[config.mk]
export PLATFORM = sky130hd
export DESIGN_NAME = reg_scratch_responder_flat
export DESIGN_NICKNAME = d
export VERILOG_FILES = /design/src/rtl/reg_scratch_responder_if.sv /design/src/rtl/reg_scratch_responder.sv /design/src/flat_wrapper.sv
export SDC_FILE = /design/constraint.sdc
export NUM_CORES = 1
export LEC_CHECK = 0
export CORE_MARGIN = 5
export CORE_UTILIZATION = 60
export DETAILED_ROUTE_END_ITERATION = 8
export PLACE_DENSITY = 0.78
export SETUP_SLACK_MARGIN = 0.15
export SYNTH_ARGS = -nofsm -noshare
export SYNTH_HDL_FRONTEND = slang
export SYNTH_SLANG_ARGS = --single-unit
export TNS_END_PERCENT = 100
[constraint.sdc]
create_clock -name clk_i -period 9.2 [get_ports clk_i]
set_clock_uncertainty 0.1 [all_clocks]
set_input_delay 2.76 -clock clk_i [delete_from_list [all_inputs] [get_ports clk_i]]
set_output_delay 2.76 -clock clk_i [all_outputs]
set_load 0.02 [all_outputs]
[src/rtl/reg_scratch_responder_if.sv]
// Register-bus request/response bundle between a reg master and the scratch responder.
// Signal names keep the bus-side naming used throughout the RegMap fabric.
interface reg_scratch_responder_if;
    logic [63:0] reg_addr_i;
    logic        reg_write_i;
    logic [31:0] reg_wdata_i;
    logic [3:0]  reg_wstrb_i;
    logic        reg_valid_i;
    logic [31:0] reg_rdata_o;
    logic        reg_error_o;
    logic        reg_ready_o;

    modport slave (
        input  reg_addr_i,
        input  reg_write_i,
        input  reg_wdata_i,
        input  reg_wstrb_i,
        input  reg_valid_i,
        output reg_rdata_o,
        output reg_error_o,
        output reg_ready_o
    );

    modport master (
        output reg_addr_i,
        output reg_write_i,
        output reg_wdata_i,
        output reg_wstrb_i,
        output reg_valid_i,
        input  reg_rdata_o,
        input  reg_error_o,
        input  reg_ready_o
    );
endinterface

[src/rtl/reg_scratch_responder.sv]
// Scratch register file on the reg bus: word storage with byte strobes,
// programmable wait states and decode errors for out-of-window or misaligned accesses.
module reg_scratch_responder #(
    parameter logic [63:0] BaseAddr   = 64'h0000_0000_0001_5000,
    parameter int unsigned NumWords   = 16,
    parameter int unsigned WaitCycles = 2
) (
    input  logic                    clk_i,
    input  logic                    rst_i,
    reg_scratch_responder_if.slave  bus
);
    localparam int unsigned IDX_W     = (NumWords > 1) ? $clog2(NumWords) : 1;
    localparam int unsigned CNT_W     = (WaitCycles > 1) ? $clog2(WaitCycles) : 1;
    localparam int unsigned CNT_INIT  = (WaitCycles > 0) ? WaitCycles - 1 : 0;
    localparam logic [63:0] WIN_BYTES = 64'(NumWords) * 64'd4;

    typedef enum logic [1:0] {
        S_IDLE,
        S_WAIT,
        S_RESP
    } state_t;

    state_t             state_reg, state_next;
    logic [CNT_W-1:0]   cnt_reg, cnt_next;
    logic               accept;
    logic               write_reg;
    logic [31:0]        wdata_reg;
    logic [3:0]         wstrb_reg;
    logic [IDX_W-1:0]   idx_reg;
    logic               err_reg;
    logic [31:0]        mem_reg [NumWords];

    // Decode is done on the incoming request and only its result is latched.
    logic [63:0]        req_offset;
    logic               req_err;
    logic [IDX_W-1:0]   req_idx;

    assign req_offset = bus.reg_addr_i - BaseAddr;
    assign req_err    = (bus.reg_addr_i < BaseAddr) || (req_offset >= WIN_BYTES) ||
                        (bus.reg_addr_i[1:0] != 2'b00);
    assign req_idx    = req_offset[IDX_W+1:2];

    always_comb begin
        state_next = state_reg;
        cnt_next   = cnt_reg;
        accept     = 1'b0;
        case (state_reg)
            S_IDLE: begin
                if (bus.reg_valid_i) begin
                    accept     = 1'b1;
                    cnt_next   = CNT_W'(CNT_INIT);
                    state_next = (WaitCycles > 0) ? S_WAIT : S_RESP;
                end
            end
            S_WAIT: begin
                if (cnt_reg == '0) begin
                    state_next = S_RESP;
                end else begin
                    cnt_next = cnt_reg - CNT_W'(1);
                end
            end
            S_RESP:  state_next = S_IDLE;
            default: state_next = S_IDLE;
        endcase
    end

    always_ff @(posedge clk_i) begin
        if (rst_i) begin
            state_reg <= S_IDLE;
            cnt_reg   <= '0;
            write_reg <= 1'b0;
            wdata_reg <= '0;
            wstrb_reg <= '0;
            idx_reg   <= '0;
            err_reg   <= 1'b0;
        end else begin
            state_reg <= state_next;
            cnt_reg   <= cnt_next;
            if (accept) begin
                write_reg <= bus.reg_write_i;
                wdata_reg <= bus.reg_wdata_i;
                wstrb_reg <= bus.reg_wstrb_i;
                idx_reg   <= req_idx;
                err_reg   <= req_err;
            end
        end
    end

    // A write lands on the edge that ends RESP, so the next transaction sees it.
    logic commit;
    assign commit = (state_reg == S_RESP) && write_reg && !err_reg;

    genvar gi;
    generate
        for (gi = 0; gi < NumWords; gi++) begin : g_word
            always_ff @(posedge clk_i) begin
                if (rst_i) begin
                    mem_reg[gi] <= '0;
                end else if (commit && (idx_reg == IDX_W'(gi))) begin
                    for (int b = 0; b < 4; b++) begin
                        if (wstrb_reg[b]) begin
                            mem_reg[gi][8*b +: 8] <= wdata_reg[8*b +: 8];
                        end
                    end
                end
            end
        end
    endgenerate

    logic resp;
    assign resp            = (state_reg == S_RESP);
    assign bus.reg_ready_o = resp;
    assign bus.reg_error_o = resp && err_reg;
    assign bus.reg_rdata_o = (resp && !write_reg && !err_reg) ? mem_reg[idx_reg] : 32'h0;
endmodule

[src/flat_wrapper.sv]
// flat-port wrapper written by rule: the top's interface ports become plain ports
module reg_scratch_responder_flat 
#(
    parameter logic [63:0] BaseAddr   = 64'h0000_0000_0001_5000,
    parameter int unsigned NumWords   = 16,
    parameter int unsigned WaitCycles = 2
)
  (clk_i, rst_i, bus_reg_addr_i, bus_reg_write_i, bus_reg_wdata_i, bus_reg_wstrb_i, bus_reg_valid_i, bus_reg_rdata_o, bus_reg_error_o, bus_reg_ready_o);
  reg_scratch_responder_if bus_i ();
  input  logic clk_i;
  input  logic rst_i;
  input wire logic [$bits(bus_i.reg_addr_i)-1:0] bus_reg_addr_i;
  input wire logic [$bits(bus_i.reg_write_i)-1:0] bus_reg_write_i;
  input wire logic [$bits(bus_i.reg_wdata_i)-1:0] bus_reg_wdata_i;
  input wire logic [$bits(bus_i.reg_wstrb_i)-1:0] bus_reg_wstrb_i;
  input wire logic [$bits(bus_i.reg_valid_i)-1:0] bus_reg_valid_i;
  output wire logic [$bits(bus_i.reg_rdata_o)-1:0] bus_reg_rdata_o;
  output wire logic [$bits(bus_i.reg_error_o)-1:0] bus_reg_error_o;
  output wire logic [$bits(bus_i.reg_ready_o)-1:0] bus_reg_ready_o;
  assign bus_i.reg_addr_i = bus_reg_addr_i;
  assign bus_i.reg_write_i = bus_reg_write_i;
  assign bus_i.reg_wdata_i = bus_reg_wdata_i;
  assign bus_i.reg_wstrb_i = bus_reg_wstrb_i;
  assign bus_i.reg_valid_i = bus_reg_valid_i;
  assign bus_reg_rdata_o = bus_i.reg_rdata_o;
  assign bus_reg_error_o = bus_i.reg_error_o;
  assign bus_reg_ready_o = bus_i.reg_ready_o;
  reg_scratch_responder #(.BaseAddr(BaseAddr), .NumWords(NumWords), .WaitCycles(WaitCycles)) u_core (.clk_i(clk_i), .rst_i(rst_i), .bus(bus_i));
endmodule
==> flow_metrics.tcl <==
set metrics [dict create \
    clock_tree.buffer_depth 3 \
    total_internal_power_w 0.00431 \
    grt_start_max_net_pins 84 \
    post-synth-top-area-cell "edfxtp_1" \
    dp_hpwl_um 42600 \
    total_die_area_um2 47300 \
    initial_core_util_pct 60.3 \
    insertedDiodeCount 0 \
    critPathArrivalTime_ps 4200 \
    violations "design-rule violations" \
    timing.hold.worst.class "reg -> reg" \
    synth_edf_count 512 \
    antenna_violations_before_repair 1 \
    cts_sinks 561 \
    final_min_period_over_clock_period_pct 76.7 \
    drt_wl_total_um 68200 \
    multi_input_comb_area_um2 9050 \
    path_cells "buf_12 > mux4_2 > mux4_2 > nor2b_1 > clkdlybuf4s50_1" \
    rsz_0062_raised_after_global_routing "no" \
    dr.first_iter.drc_count 2321 \
    power.static_leakage_nw 10.4 \
    final_number_of_setup_violating_endpoints 0 \
    std_cell_rows 76 \
    fin_tns_setup_ps 0 \
    end_kind "primary output" \
    share_seq_of_total_power_pct 53.4 \
    switchingPower_w 0.00122 \
    drtPass1Iterations 9 \
    synth_largest_type_area_fraction_pct 59.5 \
    drc_errors 35 \
    timing.critical_path.buf_inv 2 \
    synth_top_cells_by_count "and2_1, edfxtp_1, mux4_2" \
    synthesis.area_um2 25900 \
    synth_area_leaders "edfxtp_1, mux4_2, and2_1" \
    hold_viol 0 \
    placement.cell_area_um2 27600 \
    ys.warnings.count 0 \
    tritoncts "yes" \
    fp.dieH_um 218 \
    first_global_vias 16057 \
    criticalPathCategory "reg -> out" \
    gr-usage-met2_pct 46.9 \
    post_cts.repair.setup_buffers 0 \
    area.growth.synth_to_final_pct 13.5 \
    design.core.area_um2 42900 \
    groute.layer.met1.usage_pct 37.9 \
    drtAntennaViolNets 0 \
    fin_cells 2479 \
    combinationalPowerShare_pct 6.8 \
    design.portCount 138 \
    dp_cells 2380 \
    synthFlopType "edfxtp_1" \
    largest_reg_flops 512 \
    path_common_cell "mux4_2" \
    layout.nets 1956 \
    global_route.usage.met3_pct 6.91 \
    ir_drop_uv 125 \
    report.final.slew_viol_count 0 \
    worst-endpoint-required_ps 6340 \
    gpl.final_weighted_congestion 0.928 \
    cts_htree_levels 2 \
    globalRouteTotalUtil_pct 28.9 \
    wl_per_instance_um 27.5 \
    post-route-min-period_ps 7060 \
    yosysSeqAreaShare_pct 63.3 \
    number_of_distinct_library_cells_after_synthesis 52 \
    final-seq-area_um2 16400 \
    synth.net_count 1863 \
    cp-start-kind "flip-flop" \
    layout.cell_area.non_filler_um2 29300 \
    final_layout_size_suffix_gt1_share_pct 13.7 \
    maxCapViolCount 0 \
    clkPwrFrac_pct 39.8 \
    hold_buffers 0 \
    fp.dieW_um 218 \
    fmaxAchievable_mhz 142 \
    synth.most_common_cell "and2_1" \
    grt_first_pass_wirelength_um 101000 \
    max_slew_headroom_at_the_worst_pin_pct 17.7 \
    synth-seq-cells 561 \
    busiest_layer "met2" \
    n_fill_cell 2865 \
    avgViaCountPerCell 6.32 \
    global_route.overflow_total 0 \
    power.share.switching_pct 22.0 \
    async_flop_share_pct 0 \
    cts-buffers-inserted 55 \
    port-buffer-count 137 \
    power_per_cell_area_nw_per_um2 188 \
    post_synth_inst_count 1759 \
    status "complete, but fails checks" \
    critPathMaxStageDelay_ps 1000 \
    clock-root-buffer "clkbuf_16" \
    kind_of_cell_adding_the_most_delay_to_the_critical_path "multiplexers" \
    post_cts_resized 0 \
    worst_setup_hold_path_clk_slew_ps 60 \
    tightestPinTransition_ps 1230 \
    timing.critical_path.slowest_stage_cell "dfxtp_4" \
    detailroute.via_count 15679 \
    worst-path-max-fanout 83 \
    worst_skew_pair_later_pin_latency_ps 600 \
    syn_area_cell_um2 14.7 \
]
-- worst paths after layout --
check                                                            to  depth (start not counted)  slack, ps                             start
worst max-delay path                            bus_reg_rdata_o[17]                          5       2140                         flip-flop
worst min-delay path                  u_core.write_reg$_SDFFE_PP0P_                          2        370     u_core.write_reg$_SDFFE_PP0P_
worst max register to register  u_core.mem_reg[4][25]$_SDFFCE_PN0P_                          6       5900  u_core.state_reg[1]$_SDFFE_PP0P_
worst min register to register        u_core.write_reg$_SDFFE_PP0P_                          2        370     u_core.write_reg$_SDFFE_PP0P_
-- cell families after synthesis --
group	count (synthesis)	share of synthesized area [%]
xor+xnor	3	0.102
compound gates	120	3.07
simple gates	799	17.7
mux	163	14.1
buf+inv	113	1.78
flops	561	63.3
-- power by group through the flow --
stage / combinational [W] / sequential (W) / clock (W)
floorplan: 0.000269 / 0.00294 / 0
global placement: 0.000368 / 0.00300 / 0
detailed placement: 0.000377 / 0.00300 / 0
CTS: 0.000378 / 0.00295 / 0.00221
global route: 0.000398 / 0.00296 / 0.00232
finish: 0.000378 / 0.00295 / 0.00220
-- through the flow --
| stage | total power (W) | worst slack (ps) | utilization [%] | hold slack, ps |
|---|---|---|---|---|
| after detailed placement | 0.00338 | 2720 | 64.4 | 362 |
| after global placement | 0.00337 | 2750 | 64.4 | 335 |
| after floorplan | 0.00321 | 4270 | - | 321 |
| after global routing | 0.00568 | 1900 | 68.4 | 397 |
| final | 0.00553 | 2140 | 68.4 | 367 |
| after CTS | 0.00554 | 2070 | 68.4 | 369 |
-- cell type report --
class / count / share of cell area (%)
flip-flops and latches: 561 / 55.8
multi-input cells: 1085 / 30.8
clock buffers: 85 / 5.53
repair buffers: 146 / 4.94
well taps: 585 / 2.49
clock inverters: 14 / 0.397
inverters: 3 / 0.0384
-- routing by layer --
metal / vias to the layer above / wire length, um
met5: - / 149
met3: 215 / 7640
li1: 6632 / -
met4: 4 / 3150
met2: 1036 / 33200
met1: 7792 / 24100
-- worst min-delay path, cell delays in order, from the launching register on --
cell and delay [ps]:
dfxtp_1 310, nand2_1 50, a21oi_1 50
-- placed cells by master (no fill, tap or decap), types with 7 or more instances in the layout --
cell and count:
clkbuf_1 20, mux4_2 160, a21oi_1 43, edfxtp_1 512, clkdlybuf4s50_1 136, nand2_1 101, nor2b_1 36, clkbuf_16 58
and2_1 514, nand2b_1 8, nand3_1 10, nor3_1 11, dfxtp_1 46, buf_4 9, clkbuf_8 7, nor2_1 85
a21o_1 64
Note: power is estimated with default switching activity, not from simulation.
